<file path="src/rtl/ex_pkg.sv">
// rtl/ex_pkg.sv - shared ALU opcode, forward-select and EX-stage type definitions
package ex_pkg;

  localparam logic [3:0] ALU_ADD = 4'b0000;
  localparam logic [3:0] ALU_SUB = 4'b0001;
  localparam logic [3:0] ALU_AND = 4'b0010;
  localparam logic [3:0] ALU_OR  = 4'b0011;
  localparam logic [3:0] ALU_XOR = 4'b0100;
  localparam logic [3:0] ALU_SLT = 4'b0101;
  localparam logic [3:0] ALU_SLL = 4'b0110;
  localparam logic [3:0] ALU_SRL = 4'b0111;
  localparam logic [3:0] ALU_MUL = 4'b1000;

  localparam logic [1:0] FWD_NONE = 2'b00;
  localparam logic [1:0] FWD_MEM  = 2'b01;
  localparam logic [1:0] FWD_EX   = 2'b10;

  typedef enum logic {
    S_IDLE,
    S_MUL_BUSY
  } ex_state_e;

  typedef struct packed {
    logic [4:0] rd;
    logic       reg_write;
    logic       mem_read;
    logic       mem_write;
  } ex_ctrl_t;

endpackage

</file>
<file path="src/rtl/seq_multiplier.sv">
// rtl/seq_multiplier.sv - iterative shift-add multiplier, one partial product per cycle
module seq_multiplier #(
  parameter int DATA_W = 32
) (
  input  logic              clk,
  input  logic              rst_n,
  input  logic              start,
  input  logic              abort,
  input  logic [DATA_W-1:0] a,
  input  logic [DATA_W-1:0] b,
  output logic              busy,
  output logic              done,
  output logic [DATA_W-1:0] product
);

  localparam int CNT_W = $clog2(DATA_W + 1);

  logic [DATA_W-1:0] mcand_q;
  logic [DATA_W-1:0] mplier_q;
  logic [DATA_W-1:0] acc_q;
  logic [CNT_W-1:0]  cnt_q;
  logic              busy_q;

  assign busy    = busy_q;
  assign done    = busy_q && !abort && (cnt_q == CNT_W'(DATA_W - 1));
  // product includes the final partial product so the result is usable in the last busy cycle
  assign product = acc_q + (mplier_q[0] ? mcand_q : '0);

  always_ff @(posedge clk or negedge rst_n) begin
    if (!rst_n) begin
      mcand_q  <= '0;
      mplier_q <= '0;
      acc_q    <= '0;
      cnt_q    <= '0;
      busy_q   <= 1'b0;
    end else if (abort) begin
      acc_q  <= '0;
      cnt_q  <= '0;
      busy_q <= 1'b0;
    end else if (start && !busy_q) begin
      mcand_q  <= a;
      mplier_q <= b;
      acc_q    <= '0;
      cnt_q    <= '0;
      busy_q   <= 1'b1;
    end else if (busy_q) begin
      acc_q    <= product;
      mcand_q  <= mcand_q << 1;
      mplier_q <= mplier_q >> 1;
      if (done) begin
        busy_q <= 1'b0;
        cnt_q  <= '0;
      end else begin
        cnt_q <= cnt_q + 1'b1;
      end
    end
  end

endmodule

</file>
<file path="src/rtl/ex_stage.sv">
// rtl/ex_stage.sv - pipeline execute stage with forwarding; MULT_EN adds a multi-cycle multiplier
module ex_stage
  import ex_pkg::*;
#(
  parameter int DATA_W = 32
) (
  input  logic              clk,
  input  logic              rst_n,
  input  logic              id_ex_valid,
  input  logic [3:0]        id_ex_alu_op,
  input  logic              id_ex_alu_src,
  input  logic [DATA_W-1:0] id_ex_rs_data,
  input  logic [DATA_W-1:0] id_ex_rt_data,
  input  logic [DATA_W-1:0] id_ex_imm,
  input  logic [4:0]        id_ex_rd,
  input  logic              id_ex_reg_write,
  input  logic              id_ex_mem_read,
  input  logic              id_ex_mem_write,
  input  logic [1:0]        ForwardA,
  input  logic [1:0]        ForwardB,
  input  logic [DATA_W-1:0] mem_wb_wdata,
  input  logic              flush,
  output logic              stall_out,
  output logic              ex_mem_valid,
  output logic [DATA_W-1:0] ex_mem_alu_result,
  output logic [DATA_W-1:0] ex_mem_store_data,
  output logic              ex_mem_zero,
  output logic [4:0]        ex_mem_rd,
  output logic              ex_mem_reg_write,
  output logic              ex_mem_mem_read,
  output logic              ex_mem_mem_write
);

  logic [DATA_W-1:0] op_a;
  logic [DATA_W-1:0] fwd_b;
  logic [DATA_W-1:0] op_b;
  logic [DATA_W-1:0] alu_res;

  always_comb begin
    case (ForwardA)
      FWD_NONE: op_a = id_ex_rs_data;
      FWD_EX:   op_a = ex_mem_alu_result;
      FWD_MEM:  op_a = mem_wb_wdata;
      default:  op_a = id_ex_rs_data;
    endcase
    case (ForwardB)
      FWD_NONE: fwd_b = id_ex_rt_data;
      FWD_EX:   fwd_b = ex_mem_alu_result;
      FWD_MEM:  fwd_b = mem_wb_wdata;
      default:  fwd_b = id_ex_rt_data;
    endcase
  end

  assign op_b = id_ex_alu_src ? id_ex_imm : fwd_b;

  always_comb begin
    alu_res = '0;
    case (id_ex_alu_op)
      ALU_ADD: alu_res = op_a + op_b;
      ALU_SUB: alu_res = op_a - op_b;
      ALU_AND: alu_res = op_a & op_b;
      ALU_OR:  alu_res = op_a | op_b;
      ALU_XOR: alu_res = op_a ^ op_b;
      ALU_SLT: alu_res = {{(DATA_W-1){1'b0}}, ($signed(op_a) < $signed(op_b))};
      ALU_SLL: alu_res = op_a << op_b[4:0];
      ALU_SRL: alu_res = op_a >> op_b[4:0];
      ALU_MUL: alu_res = '0;
      default: alu_res = '0;
    endcase
  end

`ifdef MULT_EN
  ex_state_e         state_q;
  ex_state_e         state_d;
  logic              stall_comb;
  logic              mul_start;
  logic              mul_abort;
  logic              mul_busy;
  logic              mul_done;
  logic [DATA_W-1:0] mul_product;
  ex_ctrl_t          mul_ctrl_q;
  logic [DATA_W-1:0] mul_store_q;

  assign mul_start = (state_q == S_IDLE) && id_ex_valid && (id_ex_alu_op == ALU_MUL) && !flush;
  assign mul_abort = mul_busy && flush;

  always_ff @(posedge clk or negedge rst_n) begin
    if (!rst_n) state_q <= S_IDLE;
    else        state_q <= state_d;
  end

  always_comb begin
    state_d    = state_q;
    stall_comb = 1'b0;
    case (state_q)
      S_IDLE: begin
        if (mul_start) begin
          state_d    = S_MUL_BUSY;
          stall_comb = 1'b1;
        end
      end
      S_MUL_BUSY: begin
        if (flush || mul_done) state_d = S_IDLE;
        else                   stall_comb = 1'b1;
      end
      default: state_d = S_IDLE;
    endcase
  end

  assign stall_out = stall_comb & rst_n;

  // downstream control is captured at acceptance since ID/EX is released in the last busy cycle
  always_ff @(posedge clk or negedge rst_n) begin
    if (!rst_n) begin
      mul_ctrl_q  <= '0;
      mul_store_q <= '0;
    end else if (mul_start) begin
      mul_ctrl_q  <= '{rd: id_ex_rd, reg_write: id_ex_reg_write,
                       mem_read: id_ex_mem_read, mem_write: id_ex_mem_write};
      mul_store_q <= fwd_b;
    end
  end

  seq_multiplier #(.DATA_W(DATA_W)) u_mul (
    .clk     (clk),
    .rst_n   (rst_n),
    .start   (mul_start),
    .abort   (mul_abort),
    .a       (op_a),
    .b       (op_b),
    .busy    (mul_busy),
    .done    (mul_done),
    .product (mul_product)
  );
`else
  assign stall_out = 1'b0;
`endif

  always_ff @(posedge clk or negedge rst_n) begin
    if (!rst_n) begin
      ex_mem_valid      <= 1'b0;
      ex_mem_alu_result <= '0;
      ex_mem_store_data <= '0;
      ex_mem_zero       <= 1'b0;
      ex_mem_rd         <= '0;
      ex_mem_reg_write  <= 1'b0;
      ex_mem_mem_read   <= 1'b0;
      ex_mem_mem_write  <= 1'b0;
    end else if (flush) begin
      ex_mem_valid     <= 1'b0;
      ex_mem_reg_write <= 1'b0;
      ex_mem_mem_read  <= 1'b0;
      ex_mem_mem_write <= 1'b0;
`ifdef MULT_EN
    end else if (state_q == S_MUL_BUSY) begin
      if (mul_done) begin
        ex_mem_valid      <= 1'b1;
        ex_mem_alu_result <= mul_product;
        ex_mem_store_data <= mul_store_q;
        ex_mem_zero       <= (mul_product == '0);
        ex_mem_rd         <= mul_ctrl_q.rd;
        ex_mem_reg_write  <= mul_ctrl_q.reg_write;
        ex_mem_mem_read   <= mul_ctrl_q.mem_read;
        ex_mem_mem_write  <= mul_ctrl_q.mem_write;
      end else begin
        ex_mem_valid     <= 1'b0;
        ex_mem_reg_write <= 1'b0;
        ex_mem_mem_read  <= 1'b0;
        ex_mem_mem_write <= 1'b0;
      end
    end else if (mul_start) begin
      ex_mem_valid     <= 1'b0;
      ex_mem_reg_write <= 1'b0;
      ex_mem_mem_read  <= 1'b0;
      ex_mem_mem_write <= 1'b0;
`endif
    end else begin
      ex_mem_valid      <= id_ex_valid;
      ex_mem_alu_result <= alu_res;
      ex_mem_store_data <= fwd_b;
      ex_mem_zero       <= (alu_res == '0);
      ex_mem_rd         <= id_ex_rd;
      ex_mem_reg_write  <= id_ex_reg_write & id_ex_valid;
      ex_mem_mem_read   <= id_ex_mem_read & id_ex_valid;
      ex_mem_mem_write  <= id_ex_mem_write & id_ex_valid;
    end
  end

endmodule

</file>
<file path="config.mk">
export PLATFORM = sky130hd
export DESIGN_NAME = ex_stage
export DESIGN_NICKNAME = d
export VERILOG_FILES = /design/src/rtl/ex_pkg.sv /design/src/rtl/seq_multiplier.sv /design/src/rtl/ex_stage.sv
export SDC_FILE = /design/constraint.sdc
export NUM_CORES = 1
export LEC_CHECK = 0
export BUFFER_PORTS_ARGS = -buffer_cell sky130_fd_sc_hd__buf_2
export CORE_MARGIN = 2
export CORE_UTILIZATION = 45
export DETAILED_ROUTE_END_ITERATION = 8
export PLACE_DENSITY_LB_ADDON = 0.25
export SLEW_MARGIN = 20
export SYNTH_ARGS = -nofsm -noshare
export SYNTH_HDL_FRONTEND = slang
export SYNTH_SLANG_ARGS = --single-unit
export TNS_END_PERCENT = 100
</file>
<file path="constraint.sdc">
create_clock -name clk -period 14.9 [get_ports clk]
set_input_delay 2.98 -clock clk [delete_from_list [all_inputs] [get_ports clk]]
set_output_delay 2.98 -clock clk [all_outputs]
set_load 0.02 [all_outputs]
</file>
==> results of run 1 <==
[kinds of logic (layout without fill, tap and decap cells)]
group	after synthesis	in the layout	share of synthesized area, %
flops	74	74	14.7
fa+ha+maj	108	108	10.8
compound gates	669	669	35.6
xor+xnor	25	25	1.74
mux	112	112	9.26
buf+inv	244	387	8.08
other cells	1	4	0.0297
simple gates	554	554	19.8
[power by group through the flow]
| stage | Combinational [uW] | Clock (uW) | Sequential (uW) |
|---|---|---|---|
| detailed placement | 900 | 0 | 274 |
| floorplan | 546 | 0 | 300 |
| global route | 992 | 252 | 274 |
| global placement | 901 | 0 | 273 |
| finish | 944 | 247 | 272 |
| CTS | 905 | 246 | 270 |
[placed cells by master, fill, tap and decap left out, types with 22 or more instances in the layout]
cell type / Yosys / layout
sky130_fd_sc_hd__nor2_1: 197 / 197
sky130_fd_sc_hd__ha_1: 106 / 104
sky130_fd_sc_hd__mux2i_1: 76 / 76
sky130_fd_sc_hd__buf_4: 5 / 40
sky130_fd_sc_hd__nand3_1: 22 / 22
sky130_fd_sc_hd__a22oi_1: 59 / 59
sky130_fd_sc_hd__dfrtp_1: 74 / 74
sky130_fd_sc_hd__a211oi_1: 44 / 44
sky130_fd_sc_hd__nand2b_1: 24 / 24
sky130_fd_sc_hd__o21ai_0: 150 / 149
sky130_fd_sc_hd__mux2_2: 35 / 35
sky130_fd_sc_hd__a21oi_1: 135 / 135
sky130_fd_sc_hd__buf_2: 19 / 220
sky130_fd_sc_hd__inv_1: 102 / 102
sky130_fd_sc_hd__o22ai_1: 52 / 52
sky130_fd_sc_hd__nor3_1: 39 / 38
sky130_fd_sc_hd__nand2_1: 176 / 176
[sequential cells by signal (all words and copies together), names as in the netlist]
name               cells
ex_mem_reg_write       1
ex_mem_mem_write       1
ex_mem_alu_result     32
ex_mem_valid           1
ex_mem_store_data     32
ex_mem_zero            1
ex_mem_mem_read        1
ex_mem_rd              5
[final timing paths]
| kind | to | startpoint | depth (start not counted) |
|---|---|---|---|
| max reg2reg | ex_mem_zero | ex_mem_alu_result[0] | 17 |
| max in group asynchronous | ex_mem_zero | rst_n | 1 |
| min reg2reg | ex_mem_store_data[19] | ex_mem_store_data[19] | 2 |
| max | ex_mem_zero | ForwardB[0] | 21 |
| min | ex_mem_store_data[19] | ex_mem_store_data[19] | 2 |
| min in group asynchronous | ex_mem_store_data[29] | rst_n | 1 |
[layer usage]
metal  GRT usage (%)  up-vias  part of all wire, %
met5               0        -                0.058
met4            34.2        6                  8.9
met3            10.8      331                   11
met2            69.2     1195                   43
met1            54.6     7526                   37
li1                -     6919                    -
[cell type report]
cell class | count | area [um2]
timing repair buffer | 262 | 1420
clock buffer | 9 | 225
sequential | 74 | 1850
inverter | 109 | 412
multi-input combinational | 1469 | 9790
antenna | 3 | 7.51
clock inverter | 7 | 82.6
tap | 378 | 473
fill | 2828 | 13400
[through the flow]
stage | utilization, % | instances | cell area [um2] | total power (uW) | hold slack (ns)
floorplan | - | 1787 | 12600 | 846 | 0.593
global placement | 50.3 | 2291 | 13900 | 1170 | 0.462
detailed placement | 50.3 | 2291 | 13900 | 1170 | 0.472
CTS | 51.4 | 2307 | 14200 | 1420 | 0.489
global route | 51.4 | 2308 | 14200 | 1520 | 0.513
finish | 51.5 | 2311 | 14300 | 1460 | 0.492
[cell usage after synthesis, types with 9 or more instances]
cell type                  number
sky130_fd_sc_hd__a221o_1       14
sky130_fd_sc_hd__nor2_1       197
sky130_fd_sc_hd__buf_2         19
sky130_fd_sc_hd__a21o_1        11
sky130_fd_sc_hd__o21ai_0      150
sky130_fd_sc_hd__a22oi_1       59
sky130_fd_sc_hd__o22ai_1       52
sky130_fd_sc_hd__o31ai_1       14
sky130_fd_sc_hd__a22o_1         9
sky130_fd_sc_hd__nor4_1        18
sky130_fd_sc_hd__or3_1         12
sky130_fd_sc_hd__mux2i_1       76
sky130_fd_sc_hd__inv_1        102
sky130_fd_sc_hd__nand4_1       19
sky130_fd_sc_hd__mux2_2        35
sky130_fd_sc_hd__o211ai_1      20
sky130_fd_sc_hd__nor3_1        39
sky130_fd_sc_hd__nor2b_1        9
sky130_fd_sc_hd__nand2b_1      24
sky130_fd_sc_hd__a21oi_1      135
sky130_fd_sc_hd__a221oi_1      18
sky130_fd_sc_hd__ha_1         106
sky130_fd_sc_hd__o21ai_1       12
sky130_fd_sc_hd__clkbuf_1      88
sky130_fd_sc_hd__a211oi_1      44
sky130_fd_sc_hd__buf_1         16
sky130_fd_sc_hd__nand2_1      176
sky130_fd_sc_hd__a31oi_1       16
sky130_fd_sc_hd__nand3_1       22
sky130_fd_sc_hd__dfrtp_1       74
sky130_fd_sc_hd__xnor2_1       17
sky130_fd_sc_hd__o221ai_1      18
[worst max-delay path, cell delays in order]
cell	delay [ns]
sky130_fd_sc_hd__buf_2	0.09
sky130_fd_sc_hd__inv_1	0.04
sky130_fd_sc_hd__ha_2	0.30
sky130_fd_sc_hd__buf_4	0.52
sky130_fd_sc_hd__nand2b_1	0.22
sky130_fd_sc_hd__o221ai_4	0.19
sky130_fd_sc_hd__buf_4	0.62
sky130_fd_sc_hd__inv_4	0.42
sky130_fd_sc_hd__ha_1	0.36
sky130_fd_sc_hd__nor2b_1	0.17
sky130_fd_sc_hd__o2111ai_1	0.20
sky130_fd_sc_hd__a2111oi_2	0.78
sky130_fd_sc_hd__o2111ai_1	0.28
sky130_fd_sc_hd__a21oi_1	0.61
sky130_fd_sc_hd__o21ai_0	0.17
sky130_fd_sc_hd__a21oi_1	0.16
sky130_fd_sc_hd__o221ai_1	0.17
sky130_fd_sc_hd__or4_1	0.51
sky130_fd_sc_hd__nor4_1	0.57
sky130_fd_sc_hd__nand4_1	0.19
sky130_fd_sc_hd__o41ai_2	0.36
==> impl_metrics.sql, run 1 <==
INSERT INTO impl_metrics (metric_group, metric, value, unit) VALUES
('finish', 'drive_gt1_share', '17.9', '%'),
('synthesis', 'yosys_register_bits', '74', ''),
('setup_path', 'regToRegSetupSlack', '8.30', 'ns'),
('grt', 'grt_pass1_vias', '15100', ''),
('setup_path', 'cp-start-kind', 'input pin', ''),
('drt', 'via_per_inst', '6.91', ''),
('drt', 'first_pass_iters', '6', ''),
('cts', 'postCtsHoldBufs', '0', ''),
('grt', 'antenna_found_initial', '5', ''),
('timing', 'worst-slew-pin-transition', '1.35', 'ns'),
('setup_path', 'arrival', '10.01', 'ns'),
('timing', 'layout_min_cycle_time', '9.76', 'ns'),
('timing', 'grt_setup_unrepaired', 'no', ''),
('setup_path', 'critical_path.max_fanout', '64', ''),
('place', 'place_congestion', '1.12', ''),
('synthesis', 'synth_cells', '1787', ''),
('power', 'leakagePower', '0.00630', 'uW'),
('grt', 'grt_usage', '45.1', '%'),
('power', 'power.share.combinational', '64.6', '%'),
('drt', 'detail_route.drc_violations', '0', ''),
('cts', 'post_cts_buffers', '0', ''),
('timing', 'setup_viol_count_final', '0', ''),
('timing', 'final_hold_viol_count', '0', ''),
('power', 'intPower', '659', 'uW'),
('drt', 'wire_per_inst', '29.2', 'um'),
('cts', 'tritoncts.num_buffers', '9', ''),
('cts', 'cts.root.buffer_cell', 'sky130_fd_sc_hd__clkbuf_16', ''),
('place', 'pre_cts_slack', '5.18', 'ns'),
('drt', 'detail_route.iter0.violations', '2240', ''),
('synthesis', 'synthesis.area_per_instance', '7.06', 'um2'),
('finish', 'final_net_count', '2182', ''),
('synthesis', 'number_of_synthesized_flops_with_an_enable_pin', '0', ''),
('cts', 'cts_tree', 'yes', ''),
('power', 'power.sequential.fraction', '18.6', '%'),
('synthesis', 'synth_fp_nets', '2044', ''),
('die', 'floorplan.die.width', '171', 'um'),
('timing', 'timing.final.max_slew_violations', '0', ''),
('synthesis', 'synth.yosys.seq_area_share', '14.7', '%'),
('synthesis', 'netlist_area_before_placement', '12600', 'um2'),
('setup_path', 'critical_path.endpoint_type', 'flip-flop', ''),
('die', 'io-pin-count', '224', ''),
('die', 'core', '27700', 'um2'),
('timing', 'period_share', '65.5', '%'),
('finish', 'synthToLayoutAreaGrowth', '13.0', '%'),
('synthesis', 'synth.yosys.warnings', '0', ''),
('power', 'p_clk_share', '16.9', '%'),
('power', 'max-vdd-ir-drop', '0.0000681', 'V'),
('cts', 'clock_tree.htree_level_count', '3', ''),
('die', 'fp-row-count', '61', ''),
('power', 'power_per_cell_area', '103', 'nW/um2'),
('die', 'floorplan.initialDensity', '45.5', '%'),
('timing', 'timing.clock.skew', '0.0142', 'ns'),
('worst_hold_path', 'min_path_type', 'reg -> reg', ''),
('synthesis', 'netlist-cell-type-count', '91', ''),
('timing', 'fin_setup_tns', '0', 'ns'),
('cts', 'cts_num_sinks', '74', ''),
('synthesis', 'postSynth.topFlopCell', 'sky130_fd_sc_hd__dfrtp_1', ''),
('setup_path', 'timing_worst_setup_path_type', 'in -> reg', ''),
('place', 'detailed_place_hpwl', '51900', 'um'),
('cts', 'clock_pin_slew_worst_setup_and_hold_paths', '0.07', 'ns'),
('cts', 'cts-root-to-sink-buffers', '2', ''),
('drt', 'num_vias', '16000', ''),
('die', 'floorplan.die_area', '29400', 'um2'),
('grt', 'grt_max_degree', '75', ''),
('timing', 'max_freq', '102', 'MHz'),
('run', 'cap_violations', '0', ''),
('setup_path', 'timing.critical_path.required', '15.15', 'ns'),
('timing', 'postLayoutSetupSlackWorst', '5.14', 'ns'),
('synthesis', 'synth.top_cells.by_area', 'sky130_fd_sc_hd__dfrtp_1 15%, sky130_fd_sc_hd__ha_1 11%, sky130_fd_sc_hd__mux2i_1 6.0%, sky130_fd_sc_hd__o21ai_0 6.0%, sky130_fd_sc_hd__nor2_1 5.9%', ''),
('synthesis', 'synthArstFlopShare', '100', '%'),
('power', 'p_sw', '803', 'uW'),
('grt', 'globalRoute.totalOverflow', '0', ''),
('synthesis', 'post-synth-top-area-fraction', '14.7', '%'),
('cts', 'total_of_cells_resized_after_clock_tree_synthesis', '0', ''),
('die', 'die_h', '171', 'um'),
('drt', 'wirelength_routed', '67600', 'um'),
('synthesis', 'synth_largest_area_cell', 'sky130_fd_sc_hd__dfrtp_1', ''),
('cts', 'clock_latency', '0.36', 'ns'),
('drt', 'drtAntennaViolNets', '0', ''),
('power', 'switching_share', '54.9', '%'),
('outcome', 'run_status', 'finished, final reports clean', ''),
('grt', 'grt_first_pass_wirelength', '98100', 'um'),
('timing', 'relSlewSlack', '10.2', '%'),
('place', 'io_buffers', '222', '');
No activity file was read; power rests on OpenSTA's default activity.
==> inputs of run 2 (changes only) <==
--- a/config.mk
+++ b/config.mk
@@ -5,6 +5,7 @@
 export SDC_FILE = /design/constraint.sdc
 export NUM_CORES = 1
 export LEC_CHECK = 0
+export ABC_AREA = 1
 export BUFFER_PORTS_ARGS = -buffer_cell sky130_fd_sc_hd__buf_2
 export CORE_MARGIN = 2
 export CORE_UTILIZATION = 45
==> constraint.sdc (replaced) <==
create_clock -name clk -period 8.25 [get_ports clk]
set_input_delay 1.65 -clock clk [delete_from_list [all_inputs] [get_ports clk]]
set_output_delay 1.65 -clock clk [all_outputs]
set_load 0.02 [all_outputs]
==> run 2 against run 1 <==
Compared with the run above: core utilization fell by 0.96 points; flip-flop and latch count did not move; sequential power rose by 75%; critical path depth rose by 9; setup slack got worse by 4.2 ns; sequential share of layout area fell by 0.91 points; die area rose by 8.9%; critical endpoint unchanged; largest power group unchanged.
==> impl_metrics.sql, run 2 <==
INSERT INTO impl_metrics (metric_group, metric, value, unit) VALUES
('outcome', 'run_status', 'finished, final reports clean', ''),
('finish', 'drive_gt1_share', '11.8', '%'),
('synthesis', 'post-synth-top-area-fraction', '19.8', '%'),
('synthesis', 'dominant_cell_by_count_in_the_synthesized_netlist', 'sky130_fd_sc_hd__nand2_1', ''),
('grt', 'grt_first_pass_wirelength', '109000', 'um'),
('cts', 'cts_num_sinks', '74', ''),
('power', 'power_per_cell_area', '180', 'nW/um2'),
('synthesis', 'synth.top_cells.by_area', 'sky130_fd_sc_hd__nand2_1 20%, sky130_fd_sc_hd__nand3_1 18%, sky130_fd_sc_hd__dfrtp_1 13%, sky130_fd_sc_hd__ha_1 9.6%, sky130_fd_sc_hd__o21ai_0 6.4%', ''),
('setup_path', 'timing_worst_setup_path_type', 'in -> reg', ''),
('cts', 'total_of_cells_resized_after_clock_tree_synthesis', '0', ''),
('grt', 'antenna_found_initial', '5', ''),
('synthesis', 'synth-simple-area-share', '47.8', '%'),
('synthesis', 'synth.mux.area_fraction', '0', '%'),
('timing', 'max_freq', '137', 'MHz'),
('timing', 'grt_setup_unrepaired', 'no', ''),
('cts', 'post_cts_buffers', '0', ''),
('worst_hold_path', 'min_path_type', 'reg -> reg', ''),
('cts', 'clock_latency', '0.34', 'ns'),
('power', 'leakagePower', '0.00813', 'uW'),
('finish', 'layout_commonest_cell', 'sky130_fd_sc_hd__nand2_1', ''),
('setup_path', 'arrival', '7.57', 'ns'),
('setup_path', 'cp-start-kind', 'input pin', ''),
('place', 'detailed_place_hpwl', '61200', 'um'),
('die', 'floorplan.die_area', '32000', 'um2'),
('timing', 'timing.clock.skew', '0.00910', 'ns'),
('drt', 'first_pass_iters', '7', ''),
('setup_path', 'critPathSlowestCell', 'sky130_fd_sc_hd__ha_1', ''),
('synthesis', 'synth_cells', '2519', ''),
('synthesis', 'synth.cells.most_frequent', '726 x sky130_fd_sc_hd__nand2_1, 486 x sky130_fd_sc_hd__nand3_1, 235 x sky130_fd_sc_hd__inv_1, 235 x sky130_fd_sc_hd__nor2_1, 177 x sky130_fd_sc_hd__o21ai_0', ''),
('synthesis', 'synth_top_family_by_area', 'simple AND/OR/NAND/NOR gates', ''),
('timing', 'timing.final.max_slew_violations', '0', ''),
('timing', 'final_hold_viol_count', '0', ''),
('synthesis', 'number_of_synthesized_flops_with_an_enable_pin', '0', ''),
('synthesis', 'synthXorXnorAreaFrac', '0.318', '%'),
('setup_path', 'critical-path-top-cell-by-count', 'sky130_fd_sc_hd__nand2_1', ''),
('timing', 'relSlewSlack', '23.6', '%'),
('die', 'die_h', '179', 'um'),
('setup_path', 'regToRegSetupSlack', '3.12', 'ns'),
('place', 'io_buffers', '222', ''),
('place', 'place_congestion', '1.08', ''),
('synthesis', 'postSynth.topFlopCell', 'sky130_fd_sc_hd__dfrtp_1', ''),
('finish', 'largestRegisters', 'ex_mem_alu_result x32, ex_mem_store_data x32, ex_mem_rd x5', ''),
('drt', 'wire_per_inst', '24.9', 'um'),
('drt', 'drtAntennaViolNets', '0', ''),
('drt', 'wirelength_routed', '76200', 'um'),
('setup_path', 'critical_path.endpoint_type', 'flip-flop', ''),
('synthesis', 'yosys.area_share.adder', '9.93', '%'),
('synthesis', 'fraction_of_the_mapped_netlist_area_in_compound_gates', '17.1', '%'),
('synthesis', 'synthArstFlopShare', '100', '%'),
('grt', 'grt_max_degree', '90', ''),
('timing', 'fin_setup_tns', '0', 'ns'),
('cts', 'clock_tree.htree_level_count', '3', ''),
('die', 'core', '30300', 'um2'),
('synthesis', 'synth.yosys.warnings', '0', ''),
('timing', 'setup_viol_count_final', '0', ''),
('synthesis', 'synth_fp_nets', '2776', ''),
('synthesis', 'synth.yosys.seq_area_share', '13.5', '%'),
('drt', 'detail_route.drc_violations', '0', ''),
('run', 'cap_violations', '0', ''),
('die', 'fp-row-count', '64', ''),
('grt', 'grt_pass1_vias', '17300', ''),
('grt', 'globalRoute.totalOverflow', '0', ''),
('cts', 'cts.root.buffer_cell', 'sky130_fd_sc_hd__clkbuf_16', ''),
('finish', 'synthToLayoutAreaGrowth', '11.4', '%'),
('die', 'floorplan.die.width', '179', 'um'),
('die', 'floorplan.initialDensity', '45.3', '%'),
('setup_path', 'critical_path.max_fanout', '37', ''),
('power', 'max-vdd-ir-drop', '0.000114', 'V'),
('drt', 'via_per_inst', '6.29', ''),
('grt', 'grt_usage', '46.1', '%'),
('synthesis', 'netlist-cell-type-count', '47', ''),
('timing', 'layout_min_cycle_time', '7.29', 'ns'),
('cts', 'postCtsHoldBufs', '0', ''),
('finish', 'layout.cells.most_common_list', '723 x sky130_fd_sc_hd__nand2_1, 485 x sky130_fd_sc_hd__nand3_1, 235 x sky130_fd_sc_hd__inv_1, 235 x sky130_fd_sc_hd__nor2_1, 220 x sky130_fd_sc_hd__buf_2', ''),
('cts', 'tritoncts.num_buffers', '9', ''),
('setup_path', 'critPathMaxStageDelay', '0.86', 'ns'),
('die', 'io-pin-count', '224', ''),
('power', 'p_total', '2750', 'uW'),
('setup_path', 'timing.critical_path.required', '8.53', 'ns'),
('finish', 'final_net_count', '2916', ''),
('synthesis', 'synthesis.area_per_instance', '5.46', 'um2'),
('cts', 'cts_tree', 'yes', ''),
('timing', 'worst-slew-pin-transition', '1.14', 'ns'),
('synthesis', 'netlist_area_before_placement', '13800', 'um2'),
('drt', 'detail_route.iter0.violations', '3036', ''),
('drt', 'num_vias', '19300', ''),
('cts', 'cts-root-to-sink-buffers', '2', ''),
('timing', 'period_share', '88.4', '%'),
('synthesis', 'yosys_register_bits', '74', ''),
('cts', 'clock_pin_slew_worst_setup_and_hold_paths', '0.07', 'ns'),
('synthesis', 'synth_largest_area_cell', 'sky130_fd_sc_hd__nand2_1', '');
-- run 2: stage by stage --
stage / worst slack, ns / instance area, um2 / util, % / cells / hold slack [ns]
floorplan: 3.30 / 13800 / - / 2519 / 0.591
global placement: 0.812 / 15000 / 49.6 / 3044 / 0.459
detailed placement: 0.940 / 15000 / 49.6 / 3044 / 0.468
CTS: 1.28 / 15300 / 50.5 / 3060 / 0.485
global route: 0.666 / 15300 / 50.5 / 3060 / 0.502
finish: 0.959 / 15300 / 50.5 / 3061 / 0.482
-- run 2: layout make-up --
| type | count | area, um2 |
|---|---|---|
| Tap cell | 396 | 495 |
| Clock inverter | 5 | 37.5 |
| Timing Repair Buffer | 261 | 1410 |
| Clock buffer | 11 | 243 |
| Multi-Input combinational cell | 2065 | 10400 |
| Fill cell | 3359 | 15000 |
| Sequential cell | 74 | 1850 |
| Inverter | 248 | 933 |
| Antenna cell | 1 | 2.50 |
-- run 2: power breakdown --
part	total (uW)	leakage, uW	internal [uW]	switching (uW)
Combinational	1890	0.00705	509	1380
Sequential	477	0.000945	413	63.8
Clock	392	0.000133	214	177
Total	2750	0.00813	1140	1620
-- run 2: path summary, 6_finish.rpt --
check                                       from                    end  cells past startpoint
setup / recovery                     ForwardB[0]            ex_mem_zero                     30
hold / removal             ex_mem_store_data[15]  ex_mem_store_data[15]                      2
setup reg to reg            ex_mem_alu_result[0]            ex_mem_zero                     26
hold reg to reg            ex_mem_store_data[15]  ex_mem_store_data[15]                      2
max in group asynchronous                  rst_n   ex_mem_alu_result[6]                      1
min in group asynchronous                  rst_n  ex_mem_store_data[18]                      1
-- run 2: logic make-up after synthesis --
group,Yosys count
xor+xnor,5
buf+inv,380
other cells,1
compound gates,419
flops,74
simple gates,1532
fa+ha+maj,108
-- run 2: worst max-delay path, delay by kind of cell --
kind | cells | cell delay, ns
AO/OA/AOI/OAI | 1 | 0.39
adder cells (fa/ha/maj) | 3 | 1.80
buffers and inverters | 5 | 0.68
AND/OR/NAND/NOR | 21 | 3.03
-- run 2: routing by layer --
metal | part of all wire (%) | track usage (%) | vias to the layer above
li1 | - | - | 8641
met2 | 42 | 68.3 | 1414
met4 | 7.8 | 27.8 | 4
met5 | 0.042 | 0 | -
met1 | 38 | 60.2 | 8902
met3 | 12 | 11.3 | 296
